File: src/rtl/spi_tx.sv
// SPI master sending one 8/16-bit word MSB first on SS_n/SCLK/MOSI, sampling edge selectable.
// All outputs registered; start is accepted only when idle, so requests while busy are dropped.
module spi_tx #(
  parameter int CLK_DIV = 4
) (
  input  logic        clk,
  input  logic        rst,
  input  logic        start,
  input  logic [15:0] data,
  input  logic        len8,
  input  logic        edg,
  output logic        SS_n,
  output logic        SCLK,
  output logic        MOSI,
  output logic        busy,
  output logic        done
);

  localparam int HW = (CLK_DIV > 1) ? $clog2(CLK_DIV) : 1;
  localparam logic [HW-1:0] H_LAST   = HW'(CLK_DIV - 1);
  localparam logic [HW-1:0] GAP_LAST = HW'(CLK_DIV - 2);

  localparam logic [2:0] IDLE  = 3'd0;
  localparam logic [2:0] FRONT = 3'd1;
  localparam logic [2:0] SHIFT = 3'd2;
  localparam logic [2:0] BACK  = 3'd3;
  localparam logic [2:0] GAP   = 3'd4;

  logic [2:0]    state;
  logic [HW-1:0] hcnt;
  logic [4:0]    ecnt;
  logic [15:0]   sh;
  logic          n8;
  logic          edg_r;
  logic [4:0]    last_half;
  logic [4:0]    last_rise;
  logic          do_shift;

  // sh is cleared whenever SS_n goes high, so its MSB is the MOSI register.
  assign MOSI = sh[15];

  assign last_half = n8 ? 5'd15 : 5'd31;
  assign last_rise = n8 ? 5'd14 : 5'd30;

  // ecnt odd: next half starts with a fall; ecnt even: next half starts with a rise.
  always_comb begin
    do_shift = 1'b0;
    if (ecnt[0])
      do_shift = edg_r;
    else
      do_shift = !edg_r && (ecnt != last_rise);
  end

  always_ff @(posedge clk) begin
    if (rst) begin
      state <= IDLE;
      hcnt  <= '0;
      ecnt  <= '0;
      sh    <= '0;
      n8    <= 1'b0;
      edg_r <= 1'b0;
      SS_n  <= 1'b1;
      SCLK  <= 1'b1;
      busy  <= 1'b0;
      done  <= 1'b0;
    end else begin
      done <= 1'b0;
      case (state)
        IDLE: begin
          if (start) begin
            sh    <= len8 ? {data[7:0], 8'h00} : data;
            n8    <= len8;
            edg_r <= edg;
            SS_n  <= 1'b0;
            busy  <= 1'b1;
            hcnt  <= '0;
            state <= FRONT;
          end
        end
        FRONT: begin
          if (hcnt == H_LAST) begin
            hcnt  <= '0;
            ecnt  <= '0;
            SCLK  <= 1'b0;
            state <= SHIFT;
          end else begin
            hcnt <= hcnt + 1'b1;
          end
        end
        SHIFT: begin
          if (hcnt == H_LAST) begin
            hcnt <= '0;
            if (ecnt == last_half) begin
              state <= BACK;
            end else begin
              ecnt <= ecnt + 5'd1;
              SCLK <= ~SCLK;
              if (do_shift)
                sh <= {sh[14:0], 1'b0};
            end
          end else begin
            hcnt <= hcnt + 1'b1;
          end
        end
        BACK: begin
          if (hcnt == H_LAST) begin
            hcnt  <= '0;
            SS_n  <= 1'b1;
            sh    <= '0;
            done  <= 1'b1;
            state <= GAP;
          end else begin
            hcnt <= hcnt + 1'b1;
          end
        end
        GAP: begin
          // The IDLE accept cycle completes the H-cycle SS_n-high spacing.
          if (hcnt == GAP_LAST) begin
            hcnt  <= '0;
            busy  <= 1'b0;
            state <= IDLE;
          end else begin
            hcnt <= hcnt + 1'b1;
          end
        end
        default: state <= IDLE;
      endcase
    end
  end

endmodule

File: config.mk
export PLATFORM = sky130hd
export DESIGN_NAME = spi_tx
export DESIGN_NICKNAME = d
export VERILOG_FILES = /design/src/rtl/spi_tx.sv
export SDC_FILE = /design/constraint.sdc
export NUM_CORES = 1
export LEC_CHECK = 0
export CORE_MARGIN = 5
export CORE_UTILIZATION = 40
export DETAILED_ROUTE_END_ITERATION = 8
export SLEW_MARGIN = 30
export SYNTH_ARGS = -nofsm -noshare
export SYNTH_HDL_FRONTEND = slang
export SYNTH_SLANG_ARGS = --single-unit
File: constraint.sdc
create_clock -name clk -period 4.1 [get_ports clk]
set_clock_uncertainty 0.2 [all_clocks]
set_input_delay 0.82 -clock clk [delete_from_list [all_inputs] [get_ports clk]]
set_output_delay 0.82 -clock clk [all_outputs]
set_load 0.02 [all_outputs]
==> results.sh, run 1 <==
export IMPL_finalSetupTns_ps=0
export IMPL_yosys_warnings=0
export IMPL_synth_edf_count=0
export IMPL_yosysMostFrequentCell="dfxtp_1"
export IMPL_leakagePower_nw=0.8672
export IMPL_cp_end_kind="flop"
export IMPL_vias_per_cell=5.596
export IMPL_worstPathRequired_ps=4070
export IMPL_r2r_end="sh[3]$_SDFFE_PP0P_"
export IMPL_hp_class="flop to flop"
export IMPL_drt_pass1_iterations=4
export IMPL_num_antenna_cells=0
export IMPL_start_kind="primary input"
export IMPL_cts_tree="yes"
export IMPL_initial_core_util=0.4200
export IMPL_clk_path_buf_depth=2
export IMPL_post_cts_resized=0
export IMPL_path_cells="clkdlybuf4s50_1 > or3b_4 > a21oi_4 > o2bb2ai_4 > mux2_2"
export IMPL_post_dp_hpwl_mm=2.791
export IMPL_syn_num_nets=240
export IMPL_cpMaxStageDelayCell="o2bb2ai_4"
export IMPL_grt_pass1_wl_mm=6.934
export IMPL_critical_path_max_fanout=16
export IMPL_grt_ovfl_total=0
export IMPL_holdWs_ps=259.3
export IMPL_async_reset_ff_frac=0
export IMPL_rr_startpoint="state[1]$_SDFFE_PP0P_"
export IMPL_portBuffers=25
export IMPL_ir_drop_v=0.0001611
export IMPL_holdPathStages=2
export IMPL_tightest_slew_ps=918.7
export IMPL_clkLatencyLatePin_ps=280
export IMPL_post_route_period_util=0.6222
export IMPL_core_area_mm2=0.004444
export IMPL_track_usage=0.1427
export IMPL_avgSynthCellArea_um2=8.764
export IMPL_synth_area_leader_cell="dfxtp_1"
export IMPL_syn_area_mm2=0.001867
export IMPL_fp_dieH_um=78.32
export IMPL_syn2layout_area_growth_pct=18.57
export IMPL_place_gp_congestion=0.7887
export IMPL_vias=1595
export IMPL_syn_inst=213
export IMPL_num_nets_final=259
export IMPL_hold_viol_final=0
export IMPL_critPathTopFamily="compound AO/OA/AOI/OAI gates"
export IMPL_pin_count=26
export IMPL_r2r_setup_slack_ps=1770
export IMPL_whs_endpoint="sh[15]$_SDFFE_PP0P_"
export IMPL_routed_wl_mm=4.141
export IMPL_drc_errors=0
export IMPL_postCtsHoldBufs=0
export IMPL_numCtsBuffers=5
export IMPL_yosysUniqueCellTypes=41
export IMPL_design_area_mm2=0.002213
export IMPL_fin_util=0.4980
export IMPL_hold_path_startpoint="sh[15]$_SDFFE_PP0P_"
export IMPL_crit_arrival_ps=2520
export IMPL_ant_nets=0
export IMPL_yosysTopAreaCellShare=0.3432
export IMPL_yosys_top_cells_count="dfxtp_1, a21oi_1, nand2_1"
export IMPL_setup_viol=0
export IMPL_clock_root_buffer="clkbuf_8"
export IMPL_num_rows=24
export IMPL_yosysSeqAreaShare=0.3432
export IMPL_cp_depth=5
export IMPL_slowest_delay_ps=510
export IMPL_outcome="completed"
export IMPL_ys_ff_latch=32
export IMPL_dieArea_mm2=0.006133
export IMPL_fmax_mhz=392.0
export IMPL_post_cts_setup_buffers=0
export IMPL_clk_pin_slew_worst_paths_ps=70
export IMPL_htree_num_levels=2
export IMPL_power_density_mw_per_mm2=310.7
export IMPL_layout_drive_gt1_share=0.09442
export IMPL_crit_type="primary input to flop"
export IMPL_routedWlPerCell_um=14.53
export IMPL_reg2reg_depth=4
export IMPL_cp_num_buf_inv=1
export IMPL_maxCapViolCount=0
export IMPL_synth_ff_type="dfxtp_1"
export IMPL_maxSlewHeadroom=0.3875
export IMPL_drt_iter0_markers=72
export IMPL_rsz0062_at_grt="false"
export IMPL_grt_max_degree=35
export IMPL_antenna_found_initial=0
export IMPL_layout_min_cycle_time_ps=2551
export IMPL_yosys_top_cells_area="dfxtp_1, mux2i_1, a21oi_1"
export IMPL_first_global_vias=1482
export IMPL_final_max_slew_violation_count=0
export IMPL_dieWidth_um=78.32
export IMPL_place_area_mm2=0.002123
export IMPL_cts_sinks=32
## sequential cells by signal, indices dropped and copies added, names as in the netlist
name,count
done,1
sh,16
hcnt,2
n8,1
busy,1
SCLK,1
edg_r,1
ecnt,5
state,3
SS_n,1
## kinds of logic (layout without fill, tap and decap cells)
| group | Yosys count | in the layout | share of synthesized area |
|---|---|---|---|
| xor+xnor | 3 | 3 | 0.01408 |
| fa+ha+maj | 6 | 6 | 0.04021 |
| flops | 32 | 32 | 0.3432 |
| mux | 24 | 24 | 0.1354 |
| compound gates | 53 | 53 | 0.1971 |
| simple gates | 70 | 70 | 0.2105 |
| buf+inv | 25 | 45 | 0.05965 |
## through the flow
stage | power [mW] | worst slack [ps] | instances
after global placement | 0.4428 | 1262 | 277
after detailed placement | 0.4432 | 1249 | 277
final | 0.6877 | 1549 | 285
after floorplan | 0.4036 | 1858 | 213
after global routing | 0.7242 | 1470 | 285
after CTS | 0.6957 | 1538 | 285
## placed cells by master, fill, tap and decap left out, types with 2 or more instances in the layout
| master | count |
|---|---|
| dfxtp_1 | 32 |
| clkdlybuf4s50_1 | 25 |
| o211ai_1 | 3 |
| xnor2_1 | 2 |
| mux2i_1 | 17 |
| nand2b_1 | 2 |
| nor2_1 | 15 |
| o21ai_0 | 7 |
| nor4_1 | 2 |
| nor3_1 | 3 |
| a31oi_1 | 9 |
| a21oi_1 | 18 |
| or3_1 | 3 |
| nand4b_1 | 2 |
| nand2_1 | 18 |
| inv_1 | 10 |
| a211o_1 | 8 |
| buf_4 | 2 |
| clkbuf_1 | 2 |
| nor4bb_1 | 5 |
| mux2_2 | 6 |
| clkbuf_8 | 6 |
| and4bb_2 | 2 |
| nor2b_1 | 8 |
| ha_1 | 6 |
| nand3_1 | 5 |
## final cells by class
cell class | count | area (um^2)
Clock buffer | 8 | 90.09
Inverter | 10 | 37.54
Tap cell | 52 | 65.06
Multi-Input combinational cell | 156 | 1115
Sequential cell | 32 | 640.6
Fill cell | 454 | 2231
Timing Repair Buffer | 27 | 265.3
## layer usage
| layer | part of all wire | track usage |
|---|---|---|
| met5 | 0 | 0 |
| met4 | 0.018 | 0.06294 |
| met3 | 0.038 | 0.04119 |
| met2 | 0.45 | 0.2277 |
| met1 | 0.50 | 0.1788 |
## worst reg2reg max path: stages (launching register included)
cell and delay (ps):
dfxtp_1 710, nand2b_1 650, a31oi_1 350, nor2_1 60, mux2_2 260
## worst max-delay path by stage
stage | from | to | slack [ps]
after floorplan | start | sh[7]$_SDFFE_PP0P_ | 1860
after global placement | start | sh[3]$_SDFFE_PP0P_ | 1260
after detailed placement | start | sh[2]$_SDFFE_PP0P_ | 1250
after CTS | start | sh[3]$_SDFFE_PP0P_ | 1540
after global routing | start | sh[3]$_SDFFE_PP0P_ | 1470
final | start | sh[3]$_SDFFE_PP0P_ | 1550
## report_power, final
| group | leakage, nW | total (mW) | internal (mW) | switching (mW) |
|---|---|---|---|---|
| logic | 0.561 | 0.0993 | 0.0528 | 0.0464 |
| registers | 0.261 | 0.336 | 0.325 | 0.0112 |
| clock network | 0.0455 | 0.252 | 0.137 | 0.115 |
Note: power is estimated with default switching activity, not from simulation.
==> run 2: changes to the inputs <==
==> constraint.sdc (replaced) <==
create_clock -name clk -period 2.6 [get_ports clk]
set_clock_uncertainty 0.2 [all_clocks]
set_input_delay 0.52 -clock clk [delete_from_list [all_inputs] [get_ports clk]]
set_output_delay 0.52 -clock clk [all_outputs]
set_load 0.02 [all_outputs]
==> run 2 against run 1 <==
  * Highest routed layer unchanged
  * Register-to-register slack got worse by 1400 ps
  * Sequential power rose by 57%
  * Critical path type is now flop to flop
  * Final area rose by 2.0%
  * Global-route usage rose by 0.47 points
  * Combinational power rose by 64%
  * Non-clock buffer count rose by 6
  * Via count fell by 0.69%
  * First-iteration DRC count rose by 60%
  * Sequential share of layout area fell by 0.58 points
  * Critical path depth did not move
==> results.sh, run 2 (synthesis results as in run 1) <==
export IMPL_outcome="completed"
export IMPL_grt_util_met1=0.1994
export IMPL_clkLatencyLatePin_ps=290
export IMPL_clk_pin_slew_worst_paths_ps=70
export IMPL_ir_drop_v=0.0002236
export IMPL_place_area_mm2=0.002168
export IMPL_regMostFlops="sh"
export IMPL_crit_type="flop to flop"
export IMPL_dieWidth_um=78.32
export IMPL_leakagePower_nw=0.8946
export IMPL_vias_per_cell=5.443
export IMPL_grt_max_degree=26
export IMPL_routedWlPerCell_um=14.80
export IMPL_layout_min_cycle_time_ps=2227
export IMPL_dp_slack_ps=152.7
export IMPL_power_density_mw_per_mm2=484.3
export IMPL_htree_num_levels=2
export IMPL_dieArea_mm2=0.006133
export IMPL_drt_pass1_iterations=4
export IMPL_final_cells=291
export IMPL_initial_core_util=0.4200
export IMPL_path_cells="nor3b_2 > o21a_1 > o2bb2ai_4 > buf_4 > mux2i_1"
export IMPL_fmax_mhz=449.0
export IMPL_cts_sinks=32
export IMPL_grt_ovfl_total=0
export IMPL_grt_pass1_wl_mm=7.182
export IMPL_cts_tree="yes"
export IMPL_portBuffers=25
export IMPL_drt_iter0_markers=115
export IMPL_critical_path_max_fanout=19
export IMPL_largest_reg_flops=16
export IMPL_track_usage=0.1473
export IMPL_grt_use_met2=0.2243
export IMPL_fin_util=0.5082
export IMPL_clock_root_buffer="clkbuf_8"
export IMPL_num_antenna_cells=0
export IMPL_antenna_found_initial=0
export IMPL_maxSlewHeadroom=0.5771
export IMPL_pin_count=26
export IMPL_first_global_vias=1501
export IMPL_finalSetupTns_ps=0
export IMPL_post_cts_resized=0
export IMPL_core_area_mm2=0.004444
export IMPL_met3_usage=0.03776
export IMPL_crit_arrival_ps=2200
export IMPL_post_dp_hpwl_mm=3.058
export IMPL_ant_nets=0
export IMPL_place_gp_congestion=0.7652
export IMPL_tightest_slew_ps=633.4
export IMPL_cpMaxStageDelayCell="dfxtp_1"
export IMPL_num_rows=24
export IMPL_drc_errors=0
export IMPL_rsz0062_at_grt="false"
export IMPL_layout_drive_gt1_share=0.1172
export IMPL_top_regs="sh (16), ecnt (5), state (3)"
export IMPL_vias=1584
export IMPL_hp_class="flop to flop"
export IMPL_critPathTopFamily="flip-flops"
export IMPL_worstPathRequired_ps=2570
export IMPL_post_cts_setup_buffers=0
export IMPL_num_nets_final=265
export IMPL_start_kind="flop"
export IMPL_cp_num_buf_inv=1
export IMPL_setup_viol=0
export IMPL_syn2layout_area_growth_pct=20.98
export IMPL_layout_common_cells="dfxtp_1, clkdlybuf4s50_1, nand2_1, a21oi_1, mux2i_1"
export IMPL_hold_viol_final=0
export IMPL_cp_end_kind="flop"
export IMPL_clk_path_buf_depth=2
export IMPL_final_max_slew_violation_count=0
export IMPL_postCtsHoldBufs=0
export IMPL_maxCapViolCount=0
export IMPL_routed_wl_mm=4.307
export IMPL_placed_cells=283
export IMPL_fp_dieH_um=78.32
export IMPL_grt_busiest_layer="met2"
export IMPL_design_area_mm2=0.002258
export IMPL_layout_commonest_cell="dfxtp_1"
export IMPL_post_route_period_util=0.8566
export IMPL_numCtsBuffers=5
export IMPL_fin_ws_ps=372.8
export IMPL_slowest_delay_ps=730
==> run 2: metal layers <==
metal  vias to the layer above  wire [um]
met5                         -          0
met2                        33       1844
met1                       729       2191
li1                        816          -
met4                         0         69
met3                         6        202
==> run 2: power by group <==
group | switching [mW] | internal (mW)
logic | 0.0752 | 0.0875
clock network | 0.186 | 0.216
registers | 0.0171 | 0.512
==> run 2: tightest hold or removal path, cell delays in order (launching register included) <==
cell and delay [ps]:
dfxtp_1 310, nand2_1 50, mux2i_1 50
==> run 2: metrics by stage <==
step                      hold slack (ps)  power (mW)
final                               261.7       1.094
after global routing                277.1       1.145
after CTS                           262.5       1.110
after detailed placement            252.7      0.7041
after global placement              247.2      0.7035
after floorplan                     234.1      0.6365
==> run 2: worst paths after layout <==
| check | startpoint | to | slack [ps] | cells after the start |
|---|---|---|---|---|
| worst max register to register | state[1]$_SDFFE_PP0P_ | sh[14]$_SDFFE_PP0P_ | 370 | 5 |
| worst max-delay path | state[1]$_SDFFE_PP0P_ | sh[14]$_SDFFE_PP0P_ | 370 | 5 |
| worst min register to register | sh[12]$_SDFFE_PP0P_ | sh[12]$_SDFFE_PP0P_ | 260 | 2 |
| worst min-delay path | sh[12]$_SDFFE_PP0P_ | sh[12]$_SDFFE_PP0P_ | 260 | 2 |
==> run 2: final cells by class <==
| type | instances | area [um^2] |
|---|---|---|
| sequential | 32 | 640.6 |
| fill | 458 | 2186 |
| timing repair buffer | 33 | 310.3 |
| inverter | 10 | 37.54 |
| multi-input combinational | 156 | 1115 |
| clock buffer | 8 | 90.09 |
| tap | 52 | 65.06 |
==> run 3: changes to the inputs <==
--- a/config.mk
+++ b/config.mk
@@ -12,3 +12,4 @@
 export SYNTH_ARGS = -nofsm -noshare
 export SYNTH_HDL_FRONTEND = slang
 export SYNTH_SLANG_ARGS = --single-unit
+export TNS_END_PERCENT = 1
==> results of run 3 <==
The final DEF is identical to that of run 2; final timing and power are the same.
